**config.mk**
```make
export PLATFORM = sky130hd
export DESIGN_NAME = reg_bank_scheduler
export DESIGN_NICKNAME = d
export VERILOG_FILES = /design/src/rtl/reg_bank_scheduler.sv
export SDC_FILE = /design/constraint.sdc
export NUM_CORES = 1
export LEC_CHECK = 0
export ABC_AREA = 1
export BUFFER_PORTS_ARGS = -buffer_cell sky130_fd_sc_hd__buf_2
export CAP_MARGIN = 25
export CORE_ASPECT_RATIO = 0.75
export CORE_MARGIN = 4
export CORE_UTILIZATION = 51
export CTS_CLUSTER_SIZE = 10
export DETAILED_ROUTE_END_ITERATION = 16
export GPL_TIMING_DRIVEN = 0
export PLACE_DENSITY = 0.79
export SYNTH_ARGS = -nofsm -noshare
export SYNTH_HDL_FRONTEND = slang
export SYNTH_SLANG_ARGS = --single-unit
```
**constraint.sdc**
```tcl
create_clock -name clk -period 1.7 [get_ports clk]
set_input_delay 0.17 -clock clk [delete_from_list [all_inputs] [get_ports clk]]
set_output_delay 0.17 -clock clk [all_outputs]
set_load 0.05 [all_outputs]
```
**src/rtl/reg_bank_scheduler.sv**
```systemverilog
// -----------------------------------------------------------------------------
// reg_bank_scheduler
//
// Arbitrates write access to a bank of 8-bit time/date registers between two
// requesters: A (bus-read path) and B (user-edit path). A granted transaction
// drives the shared data bus and one bit of a one-hot load enable for one
// cycle, acknowledges the owner one cycle later, then holds off further grants
// for GAP_CYC idle cycles.
//
// Ports
//   clk       in   system clock, rising edge
//   reset     in   asynchronous active-low reset
//   req_a     in   requester A write request (level)
//   addr_a    in   requester A target register index
//   data_a    in   requester A write data
//   ack_a     out  one-cycle completion pulse to A
//   req_b     in   requester B write request (level)
//   addr_b    in   requester B target register index
//   data_b    in   requester B write data
//   ack_b     out  one-cycle completion pulse to B
//   datos     out  shared data bus to the bank, holds last loaded value
//   enable    out  one-hot load enable, bit i loads register i
//   busy      out  high from grant until the scheduler can accept again
//   addr_err  out  one-cycle pulse when the granted address is >= N_REGS
//
// Timing (all outputs registered): request sampled at edge 0, enable/datos
// valid between edges 1 and 2, ack between edges 2 and 3, next grant possible
// at edge 3+GAP_CYC.
// -----------------------------------------------------------------------------
module reg_bank_scheduler #(
   parameter int N_REGS  = 6,
   parameter int ADDR_W  = 3,
   parameter int GAP_CYC = 2
) (
   input  logic              clk,
   input  logic              reset,
   input  logic              req_a,
   input  logic [ADDR_W-1:0] addr_a,
   input  logic [7:0]        data_a,
   output logic              ack_a,
   input  logic              req_b,
   input  logic [ADDR_W-1:0] addr_b,
   input  logic [7:0]        data_b,
   output logic              ack_b,
   output logic [7:0]        datos,
   output logic [N_REGS-1:0] enable,
   output logic              busy,
   output logic              addr_err
);

   // Gap counter only has to reach GAP_CYC-1; keep at least one bit so the
   // GAP_CYC=0 build still elaborates (its GAP state is simply unreachable).
   localparam int                CNT_W     = (GAP_CYC > 1) ? $clog2(GAP_CYC) : 1;
   localparam logic [CNT_W-1:0]  GAP_LAST  = CNT_W'((GAP_CYC > 0) ? GAP_CYC - 1 : 0);
   localparam logic [ADDR_W:0]   N_REGS_L  = (ADDR_W+1)'(N_REGS);

   typedef enum logic [1:0] {
      S_IDLE,
      S_LOAD,
      S_ACK,
      S_GAP
   } state_t;

   state_t              state,    state_nxt;
   logic                last_b,   last_b_nxt;    // 1: B won the most recent tie
   logic                gnt_b,    gnt_b_nxt;     // owner of the current transaction
   logic [ADDR_W-1:0]   lat_addr, lat_addr_nxt;
   logic [7:0]          lat_data, lat_data_nxt;
   logic [CNT_W-1:0]    gap_cnt,  gap_cnt_nxt;

   logic [7:0]          datos_nxt;
   logic [N_REGS-1:0]   enable_nxt;
   logic                ack_a_nxt, ack_b_nxt, busy_nxt, addr_err_nxt;
   logic                addr_ok;

   assign addr_ok = {1'b0, lat_addr} < N_REGS_L;

   // NOTE: every signal written here gets a default before the case statement,
   // so no path can leave one unassigned and infer a latch.
   always_comb begin
      state_nxt    = state;
      last_b_nxt   = last_b;
      gnt_b_nxt    = gnt_b;
      lat_addr_nxt = lat_addr;
      lat_data_nxt = lat_data;
      gap_cnt_nxt  = gap_cnt;
      datos_nxt    = datos;
      enable_nxt   = '0;
      ack_a_nxt    = 1'b0;
      ack_b_nxt    = 1'b0;
      addr_err_nxt = 1'b0;
      // busy clears one cycle after the FSM returns to IDLE, so the visible
      // busy window lines up with the registered enable/ack outputs.
      busy_nxt     = (state != S_IDLE);

      case (state)
         S_IDLE: begin
            if (req_a || req_b) begin
               if (req_a && req_b) begin
                  // Round-robin only on contention: the side that did not win
                  // the previous tie goes first.
                  gnt_b_nxt  = ~last_b;
                  last_b_nxt = ~last_b;
               end else begin
                  gnt_b_nxt  = req_b;
               end
               lat_addr_nxt = gnt_b_nxt ? addr_b : addr_a;
               lat_data_nxt = gnt_b_nxt ? data_b : data_a;
               busy_nxt     = 1'b1;
               state_nxt    = S_LOAD;
            end
         end

         S_LOAD: begin
            datos_nxt = lat_data;
            if (addr_ok) begin
               enable_nxt = N_REGS'(1) << lat_addr;
            end else begin
               // Out-of-range target: no register is loaded, but the
               // transaction still completes so the requester is not stuck.
               addr_err_nxt = 1'b1;
            end
            state_nxt = S_ACK;
         end

         S_ACK: begin
            ack_a_nxt = ~gnt_b;
            ack_b_nxt = gnt_b;
            if (GAP_CYC > 0) begin
               gap_cnt_nxt = '0;
               state_nxt   = S_GAP;
            end else begin
               state_nxt   = S_IDLE;
            end
         end

         S_GAP: begin
            if (gap_cnt == GAP_LAST) begin
               state_nxt = S_IDLE;
            end else begin
               gap_cnt_nxt = gap_cnt + 1'b1;
            end
         end

         default: state_nxt = S_IDLE;
      endcase
   end

   // NOTE: state registers use non-blocking assignments so every flop samples
   // the pre-edge values regardless of statement order.
   // NOTE: the latched address/data are reset along with the control state;
   // they are a handful of flops, and resetting them keeps X off the bus.
   always_ff @(posedge clk or negedge reset) begin
      if (!reset) begin
         state    <= S_IDLE;
         last_b   <= 1'b1;
         gnt_b    <= 1'b0;
         lat_addr <= '0;
         lat_data <= 8'h00;
         gap_cnt  <= '0;
         datos    <= 8'h00;
         enable   <= '0;
         ack_a    <= 1'b0;
         ack_b    <= 1'b0;
         busy     <= 1'b0;
         addr_err <= 1'b0;
      end else begin
         state    <= state_nxt;
         last_b   <= last_b_nxt;
         gnt_b    <= gnt_b_nxt;
         lat_addr <= lat_addr_nxt;
         lat_data <= lat_data_nxt;
         gap_cnt  <= gap_cnt_nxt;
         datos    <= datos_nxt;
         enable   <= enable_nxt;
         ack_a    <= ack_a_nxt;
         ack_b    <= ack_b_nxt;
         busy     <= busy_nxt;
         addr_err <= addr_err_nxt;
      end
   end

endmodule

```
**Word-level counts from Yosys, hierarchy flattened**

Cells that the tools add are included.

- Add/subtract/negate cells: 1
- Order comparisons: 1
- Equal/unequal tests: 5
- Shift-type cells: 1
- Muxes and demuxes: 18
- Bitwise gates (word level): 2
- Reduce and logical (&&, ||, !) cells: 8

Operators by type and width:

| kind | count |
|---|---|
| $mux W6 | 2 |
| $mux W1 | 10 |
| $mux W8 | 1 |
| $pmux W2 S4 | 1 |
| $shl A1 B3 Y6 const A | 1 |
| $eq A2 B2 Y1 const B | 2 |
| $mux W2 | 2 |
| $ne A2 B2 Y1 const B | 2 |
| $reduce_and A2 Y1 | 2 |
| $reduce_bool A2 Y1 | 2 |
| $lt A3 B3 Y1 const B | 1 |
| $mux W3 | 1 |
| $reduce_and A3 Y1 | 1 |
| $eq A2 B1 Y1 const B | 1 |
| $logic_not A2 Y1 | 1 |
| $not A1 Y1 | 2 |
| $pmux W1 S2 | 1 |
| $add A1 B1 Y1 const B | 1 |
| $logic_and A1 B1 Y1 | 1 |
| $logic_or A1 B1 Y1 | 1 |

- Flip-flop bits (word level): 34
- Output and inout bits: 18
- Logic and storage cells: 48

**Longest topological paths before layout**

Gate-level depths: netlist of the first run.

- Word-level depth: 5
- Mapped depth: 7
- Gate-level depth less buffers: 6

**Worst setup path after synthesis of the first run**

No wires, ideal clock.

- Kind: reg2reg
- Start: reg state[1]
- End: reg datos[0]
- Library setup time: 0.125 ns
- Arrival time: 1.134 ns
- Required time: 1.575 ns
- Slack: 0.442 ns
- Stages on the path, launching flop included: 5
- Path buffers: 1
- Clock period less this slack: 1.258 ns
- Path through: dfrtp_1 > inv_1 > ha_1 > buf_2 > mux2_2

- Cells in the longest elaborated chain, start to end: 1

Ends and longest elaborated chain:

| what | line | source |
|---|---|---|
| start, declared | 64 | `state_t state, state_nxt;` |
| start signal, assigned | 168 | `state <= state_nxt;` |
| $eq A2 B1 Y1 | 96 | `case (state)` |
| end signal, assigned | 174 | `datos <= datos_nxt;` |
| end, declared | 45 | `output logic [7:0] datos,` |

No other way between the ends.
A chain may end at the register's enable or synchronous reset.

**Worst setup path after layout of the first run**

- Start: reg state[0]
- End: reg lat_addr[0]

- Cells in the longest elaborated chain, start to end: 2

Ends and longest elaborated chain:

| what | line | source |
|---|---|---|
| $logic_not A2 Y1 | 96 |  |
| $reduce_and A2 Y1 (no line) | - |  |
| end signal, assigned | 171 | `lat_addr <= lat_addr_nxt;` |
| end, declared | 67 | `logic [ADDR_W-1:0] lat_addr, lat_addr_nxt;` |

No other way between the ends.

==> results of run 1 <==
per-stage QoR:
| stage | cell area, µm² | instances |
|---|---|---|
| finish | 1900 | 260 |
| global route | 1900 | 260 |
| floorplan | 1530 | 172 |
| CTS | 1900 | 260 |
| global placement | 1790 | 251 |
| detailed placement | 1790 | 251 |
worst min path at each step:
stage	cells after the start	to	slack, ns	from
6_report	3	last_b	0.15	req_a
3_3_place_gp	1	enable[4]	0.27	reset
4_1_cts	3	last_b	0.15	req_a
3_5_place_dp	1	enable[2]	0.27	reset
5_1_grt	3	last_b	0.19	req_b
2_1_floorplan	0	ack_a	-0.13	reset
power by group through the flow:
stage / Clock (W) / Sequential [W] / Combinational (W)
3_3_place_gp: 0 / 0.00134 / 0.00162
5_1_grt: 0.000665 / 0.00138 / 0.00182
3_5_place_dp: 0 / 0.00135 / 0.00166
4_1_cts: 0.000628 / 0.00134 / 0.00168
2_1_floorplan: 0 / 0.00184 / 0.000777
6_report: 0.000616 / 0.00134 / 0.00166
logic make-up (layout without fill, tap and decap cells):
group	count (synthesis)	after routing	synth area share [%]
AOI/OAI and AO/OA	3	3	1.14
xor gates and xnor gates	1	1	0.571
adders and majority gates	5	5	4.08
buffers and inverters	37	89	9.87
DFF	34	34	55.5
muxes	8	8	5.87
and+or+nand+nor	84	84	22.9
cell usage in the layout, fill, tap and decap left out:
cell type      netlist  final
dlygate4sd3_1        0      1
o21ai_1              2      2
buf_4                2      2
clkinvlp_4           0      1
xnor2_1              1      1
or2_2                1      1
mux2_2               8      8
nand3_1             25     25
clkbuf_8             0      6
ha_1                 5      5
nor3_1               2      2
buf_2                4     47
dfstp_2              1      1
o21bai_1             1      1
nor2_1               8      8
dfrtp_1             33     33
inv_1               31     31
nand2_1             48     48
clkinv_2             0      1
layer usage:
layer	GRT usage, %	vias to the layer above	wire length (µm)
met5	0	-	0
met4	7.24	0	36
met3	5.07	4	186
met2	24.3	30	1440
met1	24.0	581	1440
li1	-	626	-
worst max-delay path: stages, from the launching register on:
cell and delay [ns]:
dfrtp_1 0.41, inv_1 0.11, ha_1 0.22, inv_1 0.07, nor2_1 0.15, buf_4 0.20, nand3_1 0.11, nand2_1 0.07
repair_timing:
item                      4_1_cts  5_1_grt
buffers inserted                0        0
hold endpoints to repair       33        0
resized for setup               0        0
hold buffers                    1        0
cell type report:
type | count | area (µm²) | share of cell area, %
Clock inverter | 2 | 12.5 | 0.659
Buffer | 6 | 35.0 | 1.84
Multi-Input combinational cell | 101 | 531 | 27.9
Timing Repair Buffer | 44 | 225 | 11.9
Inverter | 31 | 116 | 6.13
Tap cell | 36 | 45.0 | 2.37
Clock buffer | 6 | 82.6 | 4.35
Sequential cell | 34 | 852 | 44.9
state kept, by name, indices dropped and copies added (netlist names), 2 cells and up:
| register | cells |
|---|---|
| datos | 8 |
| enable | 6 |
| lat_addr | 3 |
| lat_data | 8 |
| state | 2 |
cells in the mapped netlist:
cell type	instances
o21bai_1	1
inv_1	31
or2_2	1
nor2_1	8
dfrtp_1	33
o21ai_1	2
xnor2_1	1
ha_1	5
nand3_1	25
nand2_1	48
mux2_2	8
buf_2	4
dfstp_2	1
nor3_1	2
buf_4	2
==> summary.md, run 1 <==
| Metric | Value |
|---|---|
| Number of DRC violations after detailed-routing iteration 0 | `92` |
| Clock latency on the worst-skew pair | `around 0.29 ns` |
| Number of antenna violations at the first check in global routing | `0` |
| Start-to-end type of the worst setup path | `register to register` |
| Critical Path End Type | `register` |
| Reg-to-Reg Start | `state[0]` |
| Proportion of power drawn by the clock network | `between 10% and 20%` |
| WL per Instance | `11.9 µm` |
| Count of final max-slew check failures | `0` |
| Fraction of final layout cells sized beyond drive strength 1 | `roughly 30%` |
| Core area | `approximately 2700 µm²` |
| Slew Limit Headroom | `approximately half` |
| Slew at the pin with the worst max-slew slack | `0.745 ns` |
| Total nets after synthesis | `203` |
| Fraction of the core area covered by cells at the end of the flow | `~70%` |
| P per Cell Area | `1900 nW/µm²` |
| Minimum period implied by the final worst setup slack | `between 1 and 1.5 ns` |
| Pre-CTS setup slack | `~0.32 ns` |
| Minimum hold slack | `approximately 0.15 ns` |
| Flop pwr share | `a little under two fifths` |
| Post-synth design cell area | `~1500 µm²` |
| Cts bufs inserted | `5` |
| Combinational power share | `45.9%` |
| Fraction of power spent switching nets | `44.1%` |
| Clk root buf | `clkbuf_8` |
| Drt drc | `0` |
| Maximum clock insertion buffer count | `2` |
| Int Pwr | `about 0.002 W` |
| Data required time of the critical path | `1.93 ns` |
| Number of clock sinks seen by CTS | `34` |
| Setup TNS | `0 ns` |
| Sw power | `0.00159 W` |
| Initial core utilization | `between 50% and 60%` |
| Synth cell types | `15` |
| GRT Residual Overflow | `0` |
| Via density per instance | `roughly 4.8` |
| Max FO, Critical Path | `10` |
| Overall via count from detail_route | `approximately 1,200` |
| Average cell area after synthesis | `roughly 9 µm²` |
| Aggregate routed wire length | `about 3.1 mm` |
| Min-delay worst type | `input port to register` |
| Global-route wire length before repair | `5.29 mm` |
| Total power consumption of the routed design | `0.00362 W` |
| Maximum number of pins on one net before global-route repair | `35` |
| Worst endpoint data arrival time | `roughly 1.6 ns` |
| Proportion of synthesized chip area in sequential cells | `between 50% and 60%` |
| Number of fillers in the final layout | `about 220` |
| Vias in the first global route | `around 1,100` |
| YS warnings | `0` |
| Area share of the leading cell type in the synthesized netlist | `53.8%` |
| Critical path origin | `state[0]` |
| Internal reg-to-reg setup slack | `just over 0.3 ns` |
| Minimum setup slack in the final design | `just over 0.3 ns` |
| Synth Instances | `between 150 and 200` |
| Cell type with the largest total area after synthesis | `dfrtp_1` |
| Tcrit/Tclk final | `between 80 and 90%` |
| Vert. Die Dim | `55.5 µm` |
| CTS tree | `built` |
| DP HPWL | `approximately 2.2 mm` |
| Gp weighted congestion | `approximately 0.75` |
| # diodes | `0` |
| Setup repair after global routing missed its margin | `false` |
| Maximum Capacitance Violations | `0` |
| Overall fraction of global-route tracks in use | `17.1%` |
| Max Freq | `0.719 GHz` |
| Launching element type of the critical path | `register` |
| Outcome | `finished clean` |
| Die Area | `around 4000 µm²` |
| Seq cells post-synth | `34` |
| Final Hold Fails | `0` |
| Worst r2r dst | `lat_addr[0]` |
| Cell types with the largest area share after synthesis | `dfrtp_1 54%, nand2_1 12%, nand3_1 8.2%` |
| Synth-to-Final Area Change | `23.8%` |
| Leakage power of the design | `approximately 1.1 nW` |
| Number of nets with antenna violations after detailed routing | `0` |
| Boundary pin count | `between 40 and 50` |
| Buffers added on ports | `between 40 and 50` |
| Clock Skew | `0.0104 ns` |
| Max VDD drop | `about 1.1 mV` |
| Clock slew at reported path FFs | `0.08 ns` |
| Cell Rows | `16` |
| Maximum level of the CTS H-tree | `2` |
| Detailed-router iteration count before antenna repair | `4` |
| Number of nets in the finished design | `254` |
| Width of the chip | `~71 µm` |
| Number of cells traversed by the worst register-to-register path | `7` |
| Final setup fails | `0` |
| Capture point of the critical path | `lat_addr[0]` |
(Power assumes the default switching activity.)
==> run 2, diff against run 1 <==
Settings changed: CORE_UTILIZATION 51 to 46, PLACE_DENSITY 0.79 to 0.75.
Clock period 1.7 ns to 1.2 ns, I/O delays scaled along.
==> run 2 against run 1 <==
Effect of this change:
- the flow now finishes with violations (negative setup slack)
- clock-buffer cell count unchanged
- sequential power up 44%
- clock skew down 0.0022 ns
- via count up 7.1%
- non-clock buffer count up 11
- fmax up 8.7%
- clock power up 74%
- largest cell class unchanged
==> summary.md, run 2 (same netlist as run 1, synthesis figures left out) <==
| Metric | Value |
|---|---|
| Outcome | `finished with violations` |
| Violated checks | `negative setup slack` |
| Boundary pin count | `44` |
| Top library cells by usage in the layout, fill and taps aside | `45 x nand2_1, 45 x buf_2, 33 x dfrtp_1, 28 x inv_1, 15 x nand3_1` |
| Combinational power share | `52.3%` |
| Pre-CTS setup slack | `-0.174 ns` |
| Fraction of final layout cells sized beyond drive strength 1 | `approximately 44%` |
| Max FO, Critical Path | `5` |
| Overall via count from detail_route | `1,329` |
| Max Freq | `a little under 0.8 GHz` |
| Int Pwr | `around 0.0036 W` |
| Width of the chip | `between 70 and 80 µm` |
| Sw power | `roughly 0.0026 W` |
| Maximum Capacitance Violations | `0` |
| Largest incremental delay on the critical path | `around 0.42 ns` |
| Clock slew at reported path FFs | `~0.07 ns` |
| Vert. Die Dim | `about 58 µm` |
| Overall fraction of global-route tracks in use | `17.7%` |
| Tcrit/Tclk final | `107%` |
| Placement-stage cell area | `about 1800 µm²` |
| Detailed-router iteration count before antenna repair | `4` |
| Maximum clock insertion buffer count | `2` |
| Aggregate routed wire length | `between 3 and 4 mm` |
| Slowest-stage cell, CP | `dfrtp_1` |
| Flop pwr share | `30.8%` |
| Via density per instance | `4.89` |
| Maximum level of the CTS H-tree | `2` |
| Gp weighted congestion | `0.739` |
| Family with the most delay on the worst path | `flip-flops` |
| Slew Limit Headroom | `around half` |
| Proportion of power drawn by the clock network | `approximately 17%` |
| Start-to-end type of the worst setup path | `register to register` |
| Final Hold Fails | `0` |
| GRT Residual Overflow | `0` |
| Cell chain of the critical path | `buf_6 -> ha_4 -> buf_8 -> mux2_4` |
| Maximum number of pins on one net before global-route repair | `35` |
| Vias in the first global route | `roughly 1,300` |
| Global-route wire length before repair | `~5.7 mm` |
| Clk root buf | `clkbuf_8` |
| Max VDD drop | `between 1 and 1.5 mV` |
| Slew at the pin with the worst max-slew slack | `approximately 0.74 ns` |
| Clock latency on the worst-skew pair | `0.28 ns` |
| Number of nets with antenna violations after detailed routing | `0` |
| Critical Path End Type | `register` |
| Clock Skew | `0.00821 ns` |
| Initial core utilization | `between 50% and 60%` |
| P per Cell Area | `~2800 nW/µm²` |
| CTS tree | `built` |
| Data required time of the critical path | `~1.4 ns` |
| WL per Instance | `roughly 14 µm` |
| Count of final max-slew check failures | `0` |
| Number of DRC violations after detailed-routing iteration 0 | `93` |
| Buffers & Inverters on Critical Path | `2` |
| Number of antenna violations at the first check in global routing | `0` |
| Worst endpoint data arrival time | `around 1.4 ns` |
| Number of clock sinks seen by CTS | `34` |
| Synth-to-Final Area Change | `44.0%` |
| # diodes | `0` |
| Setup repair after global routing missed its margin | `true` |
| Post-layout instance area | `2210 µm²` |
| Die Area | `4330 µm²` |
| Fraction of power spent switching nets | `41.8%` |
| Cts bufs inserted | `5` |
| Launching element type of the critical path | `register` |
| Buffers added on ports | `between 40 and 50` |
| Final setup fails | `21` |
| Cell Rows | `17` |
| Minimum setup slack in the final design | `-0.0803 ns` |
| Setup TNS | `-0.960 ns` |
| Drt drc | `0` |
| Min-delay worst type | `input port to register` |
| Number of nets in the finished design | `~270` |
| Biggest registers after layout | `datos (8), lat_data (8), enable (6)` |
| Number of fillers in the final layout | `around 240` |
| Leakage power of the design | `around 1.3 nW` |
| Core area | `roughly 3000 µm²` |
| DP HPWL | `between 2 and 2.5 mm` |
| Minimum period implied by the final worst setup slack | `1.28 ns` |
==> run 2: cell count changes in the layout (fill, tap and decap cells not counted), moves of 4 or more <==
cell,delta
nand3_1,-10
nand3_2,+9
mux2_2,-8
mux2_4,+8
buf_4,+6
buf_6,+6
ha_1,-4
==> run 2: worst paths after layout <==
kind | startpoint | to | slack, ns | cells past startpoint
max | state[0] | datos[6] | -0.08 | 4
min in group asynchronous | reset | lat_data[5] | 0.43 | 2
max in group asynchronous | reset | lat_data[3] | 0.28 | 2
min reg2reg | lat_data[0] | lat_data[0] | 0.48 | 2
min | data_a[2] | lat_data[2] | 0.14 | 5
max reg2reg | state[0] | datos[6] | -0.08 | 4
==> run 2: power by group through the flow <==
stage | sequential, W | combinational, W | clock, W
floorplan | 0.00261 | 0.00114 | 0
global placement | 0.00191 | 0.00235 | 0
detailed placement | 0.00193 | 0.00240 | 0
CTS | 0.00190 | 0.00290 | 0.00108
global route | 0.00199 | 0.00352 | 0.00114
finish | 0.00193 | 0.00328 | 0.00107
==> run 2: worst min-delay path, cell delays in order <==
cell,delay [ns]
buf_2,0.07
inv_1,0.03
nand2_1,0.05
nand3_1,0.06
nand2_1,0.06
==> run 2: repair_timing <==
action	4_1_cts	5_1_grt
pin swaps	13	13
endpoints found under the setup margin	21	26
buffers inserted	6	2
resized for setup	30	22
hold buffers	1	0
endpoints found under the hold margin	33	0
gates cloned	3	0
==> run 2: area by class of cell <==
type	count	area, µm²	share of cell area, %
flip-flops and latches	34	852	38.6
multi-input cells	101	701	31.7
repair buffers	55	323	14.6
inverters	31	119	5.38
clock buffers	6	82.6	3.74
plain buffers	6	55.1	2.49
well taps	38	47.5	2.15
clock inverters	1	30.0	1.36
==> run 2: through the flow <==
step	instances	utilization, %	power [W]	hold slack [ns]
after floorplan	172	-	0.00374	-0.176
after global placement	253	58.9	0.00426	0.225
after detailed placement	253	58.9	0.00433	0.232
after CTS	270	68.8	0.00588	0.128
after global routing	272	72.1	0.00666	0.147
final	272	72.1	0.00627	0.143
==> run 2: per-layer routing <==
layer	part of all wire (%)	global-route usage, %	up-vias
met5	0	0	-
met4	1.5	7.87	0
met3	6.7	5.03	8
met1	43	22.7	628
li1	-	-	645
met2	48	27.8	48
==> run 3, diff against run 2 <==
Settings changed: BUFFER_PORTS_ARGS -buffer_cell sky130_fd_sc_hd__buf_2 to -buffer_cell sky130_fd_sc_hd__clkbuf_2, RECOVER_POWER set to 50, SLEW_MARGIN set to 10.
==> run 3 against run 2 <==
Effect of this change:
- the run still ends with negative setup slack left
- sequential power hardly changed
- clock power is 19% lower
- fmax is 0.62% higher
- non-clock buffer count is 4 lower
- sequential share of layout area is 1.8 points higher
- die area stayed put
- register-to-register slack hardly changed
- critical path type unchanged
- largest cell class unchanged
- highest routed layer unchanged
==> summary.md, run 3 (same netlist as run 1, synthesis figures left out) <==
| Metric | Value |
|---|---|
| Data required time of the critical path | `about 1.4 ns` |
| Initial core utilization | `between 50% and 60%` |
| Number of DRC violations after detailed-routing iteration 0 | `77` |
| CTS tree | `built` |
| Minimum hold slack | `between 0.1 and 0.15 ns` |
| Maximum clock insertion buffer count | `2` |
| Vias in the first global route | `roughly 1,200` |
| Reg-to-Reg Start | `state[0]` |
| Width of the chip | `roughly 75 µm` |
| Clock slew at reported path FFs | `about 0.07 ns` |
| GRT Residual Overflow | `0` |
| Maximum Capacitance Violations | `0` |
| Number of nets with antenna violations after detailed routing | `0` |
| # diodes | `0` |
| DP HPWL | `around 2.2 mm` |
| Cell chain of the critical path | `buf_4 -> ha_4 -> buf_8 -> mux2_4` |
| Setup repair after global routing missed its margin | `true` |
| Outcome | `finished with violations` |
| Worst endpoint data arrival time | `~1.4 ns` |
| Internal reg-to-reg setup slack | `-0.07 ns` |
| Total instance count after detailed placement | `between 200 and 300` |
| Leakage power of the design | `1.20 nW` |
| Core area | `about 3100 µm²` |
| P per Cell Area | `2760 nW/µm²` |
| Worst r2r dst | `datos[6]` |
| Fraction of final layout cells sized beyond drive strength 1 | `about two fifths` |
| Leading cell type in the layout, fill and taps excluded | `nand2_1` |
| Final setup fails | `20` |
| Minimum period implied by the final worst setup slack | `around 1.3 ns` |
| Synth-to-Final Area Change | `37.8%` |
| Maximum level of the CTS H-tree | `2` |
| Number of fillers in the final layout | `about 260` |
| Die Area | `roughly 4300 µm²` |
| Vert. Die Dim | `58.0 µm` |
| Total power consumption of the routed design | `just under 0.006 W` |
| Slowest-stage cell, CP | `dfrtp_1` |
| Number of cells traversed by the worst register-to-register path | `4` |
| Number of clock sinks seen by CTS | `34` |
| Critical Path Stages | `4` |
| Violated checks | `negative setup slack` |
| Max VDD drop | `around 1.6 mV` |
| Tcrit/Tclk final | `106%` |
| Launching element type of the critical path | `register` |
| Critical Path End Type | `register` |
| Min-delay worst type | `input port to register` |
| Top library cells by usage in the layout, fill and taps aside | `45 x nand2_1, 43 x clkbuf_2, 33 x dfrtp_1, 28 x inv_1, 17 x nand3_1` |
| Biggest registers after layout | `datos (8), lat_data (8), enable (6)` |
| Detailed-router iteration count before antenna repair | `4` |
| Register area | `about 850 µm²` |
| Gp weighted congestion | `around 0.74` |
| Overall fraction of global-route tracks in use | `~17%` |
| Capture point of the critical path | `datos[6]` |
| Buffers added on ports | `43` |
| Fraction of the core area covered by cells at the end of the flow | `69.0%` |
| Cts bufs inserted | `5` |
| Number of non-filler instances in the completed layout | `269` |
| Clock latency on the worst-skew pair | `approximately 0.29 ns` |
| Number of antenna violations at the first check in global routing | `0` |
| Count of final max-slew check failures | `0` |
| Slew Limit Headroom | `46.3%` |
| Start-to-end type of the worst setup path | `register to register` |
| Max Freq | `0.786 GHz` |
| Multi-input combinational cell area | `659 µm²` |
| Number of nets in the finished design | `approximately 260` |
| Clk root buf | `clkbuf_8` |
| Global-route wire length before repair | `about 5.4 mm` |
| Aggregate routed wire length | `approximately 3.5 mm` |
| Critical path origin | `state[0]` |
| Family with the most delay on the worst path | `flip-flops` |
| Overall via count from detail_route | `approximately 1,300` |
| Max FO, Critical Path | `5` |
| Buffers & Inverters on Critical Path | `2` |
| WL per Instance | `around 13 µm` |
| Clock Skew | `about 0.008 ns` |
| Via density per instance | `~4.8` |
| Drt drc | `0` |
| Final Hold Fails | `0` |
| Cell Rows | `17` |
| Largest incremental delay on the critical path | `0.41 ns` |
| Boundary pin count | `44` |
| Slew at the pin with the worst max-slew slack | `between 0.8 and 0.9 ns` |
| Minimum setup slack in the final design | `-0.0724 ns` |
| Maximum number of pins on one net before global-route repair | `35` |
| Pre-CTS setup slack | `-0.169 ns` |
[run 3: cell count changes in the layout (fill, tap and decap cells not counted), sizes merged]
cell      previous run  this run
bufinv               1         0
buf                 60        13
clkinvlp             0         1
clkbuf               6        49
clkinv               0         1
[run 3: worst min-delay path by stage]
| stage | from | end | slack (ns) | depth (start not counted) |
|---|---|---|---|---|
| 2_1_floorplan | reset | ack_a | -0.18 | 0 |
| 3_3_place_gp | reset | gap_cnt | 0.25 | 1 |
| 3_5_place_dp | reset | lat_data[5] | 0.26 | 1 |
| 4_1_cts | req_a | last_b | 0.11 | 3 |
| 5_1_grt | data_a[1] | lat_data[1] | 0.14 | 5 |
| 6_report | req_a | last_b | 0.12 | 3 |
[run 3: power by group]
| part | internal [W] | switching, W | total [W] |
|---|---|---|---|
| registers | 0.00165 | 0.000287 | 0.00194 |
| clock network | 0.000461 | 0.000412 | 0.000872 |
| logic | 0.00118 | 0.00185 | 0.00302 |
[run 3: worst register-to-register path, cell delays in order (launching register included)]
cell and delay (ns):
dfrtp_1 0.41, buf_4 0.15, ha_4 0.17, buf_8 0.14, mux2_4 0.29
[run 3: layout make-up]
cell class                 instances  share of cell area (%)
multi-input combinational        101                    31.2
inverter                          31                    5.62
buffer                             6                    2.61
sequential                        34                    40.3
clock inverter                     2                   0.592
timing repair buffer              51                    13.5
tap                               38                    2.25
clock buffer                       6                    3.91
[run 3: metrics by stage]
step                      area, µm²  setup TNS [ns]
after floorplan                1540               0
after global placement         1810           -1.89
after detailed placement       1810           -2.25
after CTS                      2010          -0.425
after global routing           2110           -2.19
final                          2110          -0.826
[run 3: metal layers]
layer	up-vias	routed length (µm)	share of wire, %	GRT usage, %
met5	-	0	0	0
met1	603	1490	43	20.7
met4	0	53	1.5	8.88
met3	5	243	7.0	5.37
met2	41	1700	49	25.9
li1	641	-	-	-
[run 3: what timing repair did]
item / in CTS / in global routing
hold buffers: 1 / 0
buffers inserted: 4 / 0
hold endpoints to repair: 33 / 0
cloned: 3 / 0
gates resized for setup: 16 / 27
pin swaps: 2 / 12
setup endpoints to repair: 21 / 25
